<file path="config.mk">
export PLATFORM = sky130hd
export DESIGN_NAME = id_rf_pipe
export DESIGN_NICKNAME = d
export VERILOG_FILES = /design/src/rtl/id_rf_pkg.sv /design/src/rtl/reg_bank_n.sv /design/src/rtl/id_rf_pipe.sv
export SDC_FILE = /design/constraint.sdc
export NUM_CORES = 1
export LEC_CHECK = 0
export ABC_AREA = 1
export CORE_UTILIZATION = 56
export CTS_BUF_LIST = sky130_fd_sc_hd__clkbuf_16
export DETAILED_ROUTE_END_ITERATION = 6
export GPL_ROUTABILITY_DRIVEN = 0
export PLACE_DENSITY_LB_ADDON = 0.25
export SETUP_SLACK_MARGIN = 0.15
export SYNTH_ARGS = -nofsm -noshare
export SYNTH_HDL_FRONTEND = slang
export SYNTH_SLANG_ARGS = --single-unit
</file>
<file path="constraint.sdc">
create_clock -name clock -period 1.8 [get_ports clock]
set_clock_uncertainty 0.2 [all_clocks]
set_input_delay 0.45 -clock clock [delete_from_list [all_inputs] [get_ports clock]]
set_output_delay 0.45 -clock clock [all_outputs]
set_load 0.02 [all_outputs]
</file>
<file path="src/rtl/id_rf_pkg.sv">
// id_rf_pkg: shared types and default widths for the decode/register-read stage
package id_rf_pkg;
  localparam int DATA_W_DEF  = 16;
  localparam int NREG_DEF    = 8;
  localparam int CONST_W_DEF = 12;
  typedef enum logic [2:0] {
    EXT_ZEXT  = 3'd0,
    EXT_SEXT  = 3'd1,
    EXT_ZEXT8 = 3'd2,
    EXT_SEXT8 = 3'd3,
    EXT_HI8   = 3'd4
  } ext_mode_t;
  typedef enum logic {
    WB_ALU = 1'b0,
    WB_MD  = 1'b1
  } wb_src_t;
endpackage

</file>
<file path="src/rtl/reg_bank_n.sv">
// reg_bank_n: NREG x DATA_W register bank, two async read ports, one sync write port
// ports: clk, rst_n (async, active-low), we_i/waddr_i/wdata_i write port,
//        raddr_a_i/raddr_b_i -> rdata_a_o/rdata_b_o combinational reads
module reg_bank_n #(
  parameter int DATA_W = 16,
  parameter int NREG   = 8,
  parameter int ADDR_W = $clog2(NREG)
) (
  input  logic              clk,
  input  logic              rst_n,
  input  logic              we_i,
  input  logic [ADDR_W-1:0] waddr_i,
  input  logic [DATA_W-1:0] wdata_i,
  input  logic [ADDR_W-1:0] raddr_a_i,
  input  logic [ADDR_W-1:0] raddr_b_i,
  output logic [DATA_W-1:0] rdata_a_o,
  output logic [DATA_W-1:0] rdata_b_o
);
  logic [DATA_W-1:0] regs_q [NREG];
  always_ff @(posedge clk or negedge rst_n)
    if (!rst_n) regs_q <= '{default: '0};
    else if (we_i) regs_q[waddr_i] <= wdata_i;
  assign rdata_a_o = regs_q[raddr_a_i];
  assign rdata_b_o = regs_q[raddr_b_i];
endmodule

</file>
<file path="src/rtl/id_rf_pipe.sv">
// id_rf_pipe: decode/register-read stage with register bank, wb mux, const extender and ID/EX slot
// ports: clock, reset_n (async, active-low); in_valid/in_ready/in_sel_a/in_sel_b/in_ext_mode/in_const
//        request side; wb_en/wb_addr/wb_src/wb_alu/wb_md write-back; flush; out_valid/out_ready and
//        out_a/out_b/out_const/out_sel_a/out_sel_b slot outputs.
// option: define ID_RF_BYPASS_EN for write-through on capture and held-operand refresh while stalled.
module id_rf_pipe
  import id_rf_pkg::*;
#(
  parameter int DATA_W  = DATA_W_DEF,
  parameter int NREG    = NREG_DEF,
  parameter int CONST_W = CONST_W_DEF,
  localparam int ADDR_W = $clog2(NREG)
) (
  input  logic               clock,
  input  logic               reset_n,
  input  logic               in_valid,
  output logic               in_ready,
  input  logic [ADDR_W-1:0]  in_sel_a,
  input  logic [ADDR_W-1:0]  in_sel_b,
  input  logic [2:0]         in_ext_mode,
  input  logic [CONST_W-1:0] in_const,
  input  logic               wb_en,
  input  logic [ADDR_W-1:0]  wb_addr,
  input  logic               wb_src,
  input  logic [DATA_W-1:0]  wb_alu,
  input  logic [DATA_W-1:0]  wb_md,
  input  logic               flush,
  output logic               out_valid,
  input  logic               out_ready,
  output logic [DATA_W-1:0]  out_a,
  output logic [DATA_W-1:0]  out_b,
  output logic [DATA_W-1:0]  out_const,
  output logic [ADDR_W-1:0]  out_sel_a,
  output logic [ADDR_W-1:0]  out_sel_b
);
  logic              valid_q, valid_d, cap;
  logic [DATA_W-1:0] a_q, a_d, b_q, b_d, c_q, c_d;
  logic [ADDR_W-1:0] sa_q, sa_d, sb_q, sb_d;
  logic [DATA_W-1:0] rd_a, rd_b, wb_data, op_a, op_b, hold_a, hold_b, const_ext;
  reg_bank_n #(.DATA_W(DATA_W), .NREG(NREG), .ADDR_W(ADDR_W)) u_bank (
    .clk(clock), .rst_n(reset_n),
    .we_i(wb_en), .waddr_i(wb_addr), .wdata_i(wb_data),
    .raddr_a_i(in_sel_a), .raddr_b_i(in_sel_b),
    .rdata_a_o(rd_a), .rdata_b_o(rd_b)
  );
  assign wb_data  = (wb_src == WB_MD) ? wb_md : wb_alu;
  assign in_ready = !valid_q || out_ready;
  assign cap      = in_valid && in_ready && !flush;
  assign const_ext =
    (in_ext_mode == EXT_ZEXT)  ? DATA_W'(in_const) :
    (in_ext_mode == EXT_SEXT)  ? DATA_W'($signed(in_const)) :
    (in_ext_mode == EXT_ZEXT8) ? DATA_W'(in_const[7:0]) :
    (in_ext_mode == EXT_SEXT8) ? DATA_W'($signed(in_const[7:0])) :
    (in_ext_mode == EXT_HI8)   ? {in_const[7:0], {(DATA_W-8){1'b0}}} : '0;
`ifdef ID_RF_BYPASS_EN
  logic stall;
  assign stall  = valid_q && !out_ready;
  assign op_a   = (wb_en && wb_addr == in_sel_a) ? wb_data : rd_a;
  assign op_b   = (wb_en && wb_addr == in_sel_b) ? wb_data : rd_b;
  assign hold_a = (stall && wb_en && wb_addr == sa_q) ? wb_data : a_q;
  assign hold_b = (stall && wb_en && wb_addr == sb_q) ? wb_data : b_q;
`else
  assign op_a   = rd_a;
  assign op_b   = rd_b;
  assign hold_a = a_q;
  assign hold_b = b_q;
`endif
  always_comb begin
    valid_d = flush ? 1'b0 : cap ? 1'b1 : valid_q && !out_ready;
    a_d     = cap ? op_a : hold_a;
    b_d     = cap ? op_b : hold_b;
    c_d     = cap ? const_ext : c_q;
    sa_d    = cap ? in_sel_a : sa_q;
    sb_d    = cap ? in_sel_b : sb_q;
  end
  always_ff @(posedge clock or negedge reset_n)
    if (!reset_n) begin
      valid_q <= 1'b0;
      a_q     <= '0;
      b_q     <= '0;
      c_q     <= '0;
      sa_q    <= '0;
      sb_q    <= '0;
    end else begin
      valid_q <= valid_d;
      a_q     <= a_d;
      b_q     <= b_d;
      c_q     <= c_d;
      sa_q    <= sa_d;
      sb_q    <= sb_d;
    end
  assign out_valid = valid_q;
  assign out_a     = a_q;
  assign out_b     = b_q;
  assign out_const = c_q;
  assign out_sel_a = sa_q;
  assign out_sel_b = sb_q;
endmodule
</file>
==> flow_metrics.py <==
metrics = {
    "final_layout": {
        "drive_gt1_frac": 0.1686,
        "n_fill_cell": 1261,
        "n_antenna_cell": 0,
        "area_growth_pct": 30.52,
        "fin_nets": 1580,
    },
    "run_status": {
        "failed_checks": "design-rule violations",
        "status": "complete, but fails checks",
    },
    "global_routing": {
        "grt_max_degree": 73,
        "grt_util_all_layers": 0.3485,
        "grt_pass1_wl_mm": 48.38,
        "use_met3": 0.07508,
        "grt_antenna_before_repair": 0,
        "grtUsageMet1": 0.4564,
        "grtUsageMet2": 0.5708,
        "busiest_layer": "met2",
        "grt_remaining_overflow": 0,
        "grt_pass1_vias": 9483,
    },
    "power": {
        "p_per_area_nw_per_um2": 988.5,
        "ir_drop_v": 0.0007303,
        "p_leak_nw": 6.484,
    },
    "logic_synthesis": {
        "muxShareOfSynthArea": 0,
        "syn_nets": 1405,
        "ys_top_cells_by_count": "580 x nand2_1, 183 x dfrtp_1, 129 x inv_1",
        "synth_area_per_cell_um2": 7.324,
        "synth_flop_cell": "dfrtp_1",
        "synth-seq-area-share": 0.4659,
        "synth_edf_count": 0,
        "synth-compound-area-share": 0.1400,
        "async_reset_ff_frac": 1.000,
        "synth_top_family_by_area": "simple AND/OR/NAND/NOR gates",
        "yosysMostFrequentCell": "nand2_1",
        "synth.cell_area_um2": 9829,
        "synth_xor_area_frac": 0,
        "synth_top_area_share": 0.4659,
        "yosysTopAreaCell": "dfrtp_1",
        "synth_fa_ha_area_frac": 0,
        "ys_seq_elements": 183,
        "ys_types": 22,
        "synthCells": 1342,
        "yosys.area_share.simple": 0.2966,
        "synthTopCellsByArea": "dfrtp_1 47%, nand2_1 22%, o21ai_0 6.1%",
        "yosys_warnings": 0,
    },
    "sta": {
        "tightestPinTransition_ps": 344.4,
        "setup_viol": 0,
        "min_period_ps": 1692,
        "max_freq_ghz": 0.5911,
        "finalSetupTns_ps": 0,
        "rsz0062_at_grt": "true",
        "finalCritPeriodShare": 0.9399,
        "hold_violations": 0,
        "whs_ps": 87.45,
        "slew_headroom": 0.7704,
        "finalMaxSlewViolations": 0,
    },
    "critical_path": {
        "crit_buf_inv": 1,
        "reg2reg_slack_ps": 200,
        "required_ps": 1150,
        "path_delay_family": "flip-flops",
        "path_cells": "buf_6",
        "crit_type": "reg2out",
        "critPathMaxStageDelay_ps": 460,
        "cp_max_fo": 2,
        "cp.arrival_ps": 1040,
        "startpoint_type": "flip-flop",
        "slowest_stage": "dfrtp_2",
        "end_kind": "primary output",
    },
    "drt": {
        "first_iter_violations": 1244,
        "ant_nets": 0,
        "viasPerCell": 5.722,
        "firstDrtPassIters": 7,
        "drc": 3,
        "via_count": 10040,
        "drt_wl_total_mm": 31.15,
        "wl_per_cell_um": 17.75,
    },
    "clock_network": {
        "clk-insertion-delay-late_ps": 430,
        "cts_max_level": 4,
        "cts-root-buf": "clkbuf_16",
        "path_clk_slew_ps": 70,
        "clk_path_buf_depth": 2,
        "cts_tree": "built",
        "numCtsBuffers": 17,
        "cts_sinks": 183,
    },
    "floorplanning": {
        "rows": 48,
        "ioPinCount": 119,
        "die_w_um": 134.5,
        "die-area_um2": 18090,
        "start_util": 0.5703,
        "fp.dieH_um": 134.5,
        "core_um2": 17240,
    },
    "place": {
        "placement.io_buffers": 118,
        "dpl.hpwl_mm": 19.80,
    },
    "run": {
        "max_cap_viol_count": 0,
    },
    "min_path": {
        "hp-class": "in2reg",
    },
}
[layer usage]
layer  vias to the layer above  wire, µm
li1                       4616         -
met1                      4627     12030
met2                       698     14570
met3                       101      3465
met4                         0      1090
met5                         -         0
[what timing repair did]
| item | 4_1_cts | 5_1_grt |
|---|---|---|
| setup buffers | 6 | 20 |
| resized for setup | 265 | 53 |
| hold endpoints to repair | 149 | 0 |
| setup endpoints to repair | 58 | 80 |
| hold buffers | 1 | 0 |
| pin swaps | 0 | 5 |
| cloned | 0 | 4 |
[worst paths after layout]
| kind | from | end | cells past startpoint |
|---|---|---|---|
| setup / recovery | out_b[5]$_DFFE_PN0P_ | out_b[5] | 1 |
| hold reg to reg | out_sel_a[0]$_DFFE_PN0P_ | out_sel_a[0]$_DFFE_PN0P_ | 2 |
| max in group asynchronous | reset_n | out_const[6]$_DFFE_PN0P_ | 3 |
| min in group asynchronous | reset_n | u_bank.regs_q[35]$_DFFE_PN0P_ | 2 |
| setup reg to reg | out_valid$_DFF_PN0_ | out_a[9]$_DFFE_PN0P_ | 8 |
| hold / removal | flush | out_valid$_DFF_PN0_ | 2 |
[per-stage QoR]
step,utilization,setup slack (ps),power [mW],cells,cell area (µm²)
after global placement,0.6928,-443.1,8.589,1692,11940
after floorplan,-,272.5,7.225,1342,9829
after global routing,0.7443,87.63,13.28,1755,12830
after detailed placement,0.6928,-453.0,8.722,1692,11940
final,0.7443,108.2,12.68,1755,12830
after CTS,0.7205,108.7,12.41,1731,12420
[flip-flops by register name (all words and copies together) (netlist names)]
| signal | count |
|---|---|
| out_sel_a | 3 |
| out_const | 16 |
| out_valid | 1 |
| out_a | 16 |
| out_b | 16 |
| out_sel_b | 3 |
| u_bank.regs_q | 128 |
[power breakdown]
part | internal, mW | switching (mW)
Combinational | 1.48 | 2.07
Sequential | 4.93 | 0.449
Clock | 2.16 | 1.59
[cell usage in the layout, fill, tap and decap left out, types with 16 or more instances in the layout]
master             n
nand3_1          106
o211ai_1          64
buf_6             31
o21ai_0          119
o21ai_2           16
dfrtp_1          174
clkdlybuf4s50_1   54
buf_2             18
nand2_1          579
o21ai_1           19
inv_1            129
buf_4             87
buf_12            37
clkbuf_16         21
[kinds of logic (layout without fill, tap and decap cells)]
group / count (synthesis) / in the layout
and+or+nand+nor: 715 / 715
AOI/OAI and AO/OA: 230 / 230
buffers and inverters: 214 / 402
DFF: 183 / 183
[layout make-up]
cell class                      instances  area [µm²]  area share
Clock buffer                           17       425.4     0.03316
Clock inverter                         15       162.7     0.01268
Inverter                              132       498.0     0.03881
Multi-Input combinational cell        945        4322      0.3368
Sequential cell                       183        4591      0.3578
Tap cell                              225       281.5     0.02194
Timing Repair Buffer                  238        2550      0.1988
(Power assumes the default switching activity.)
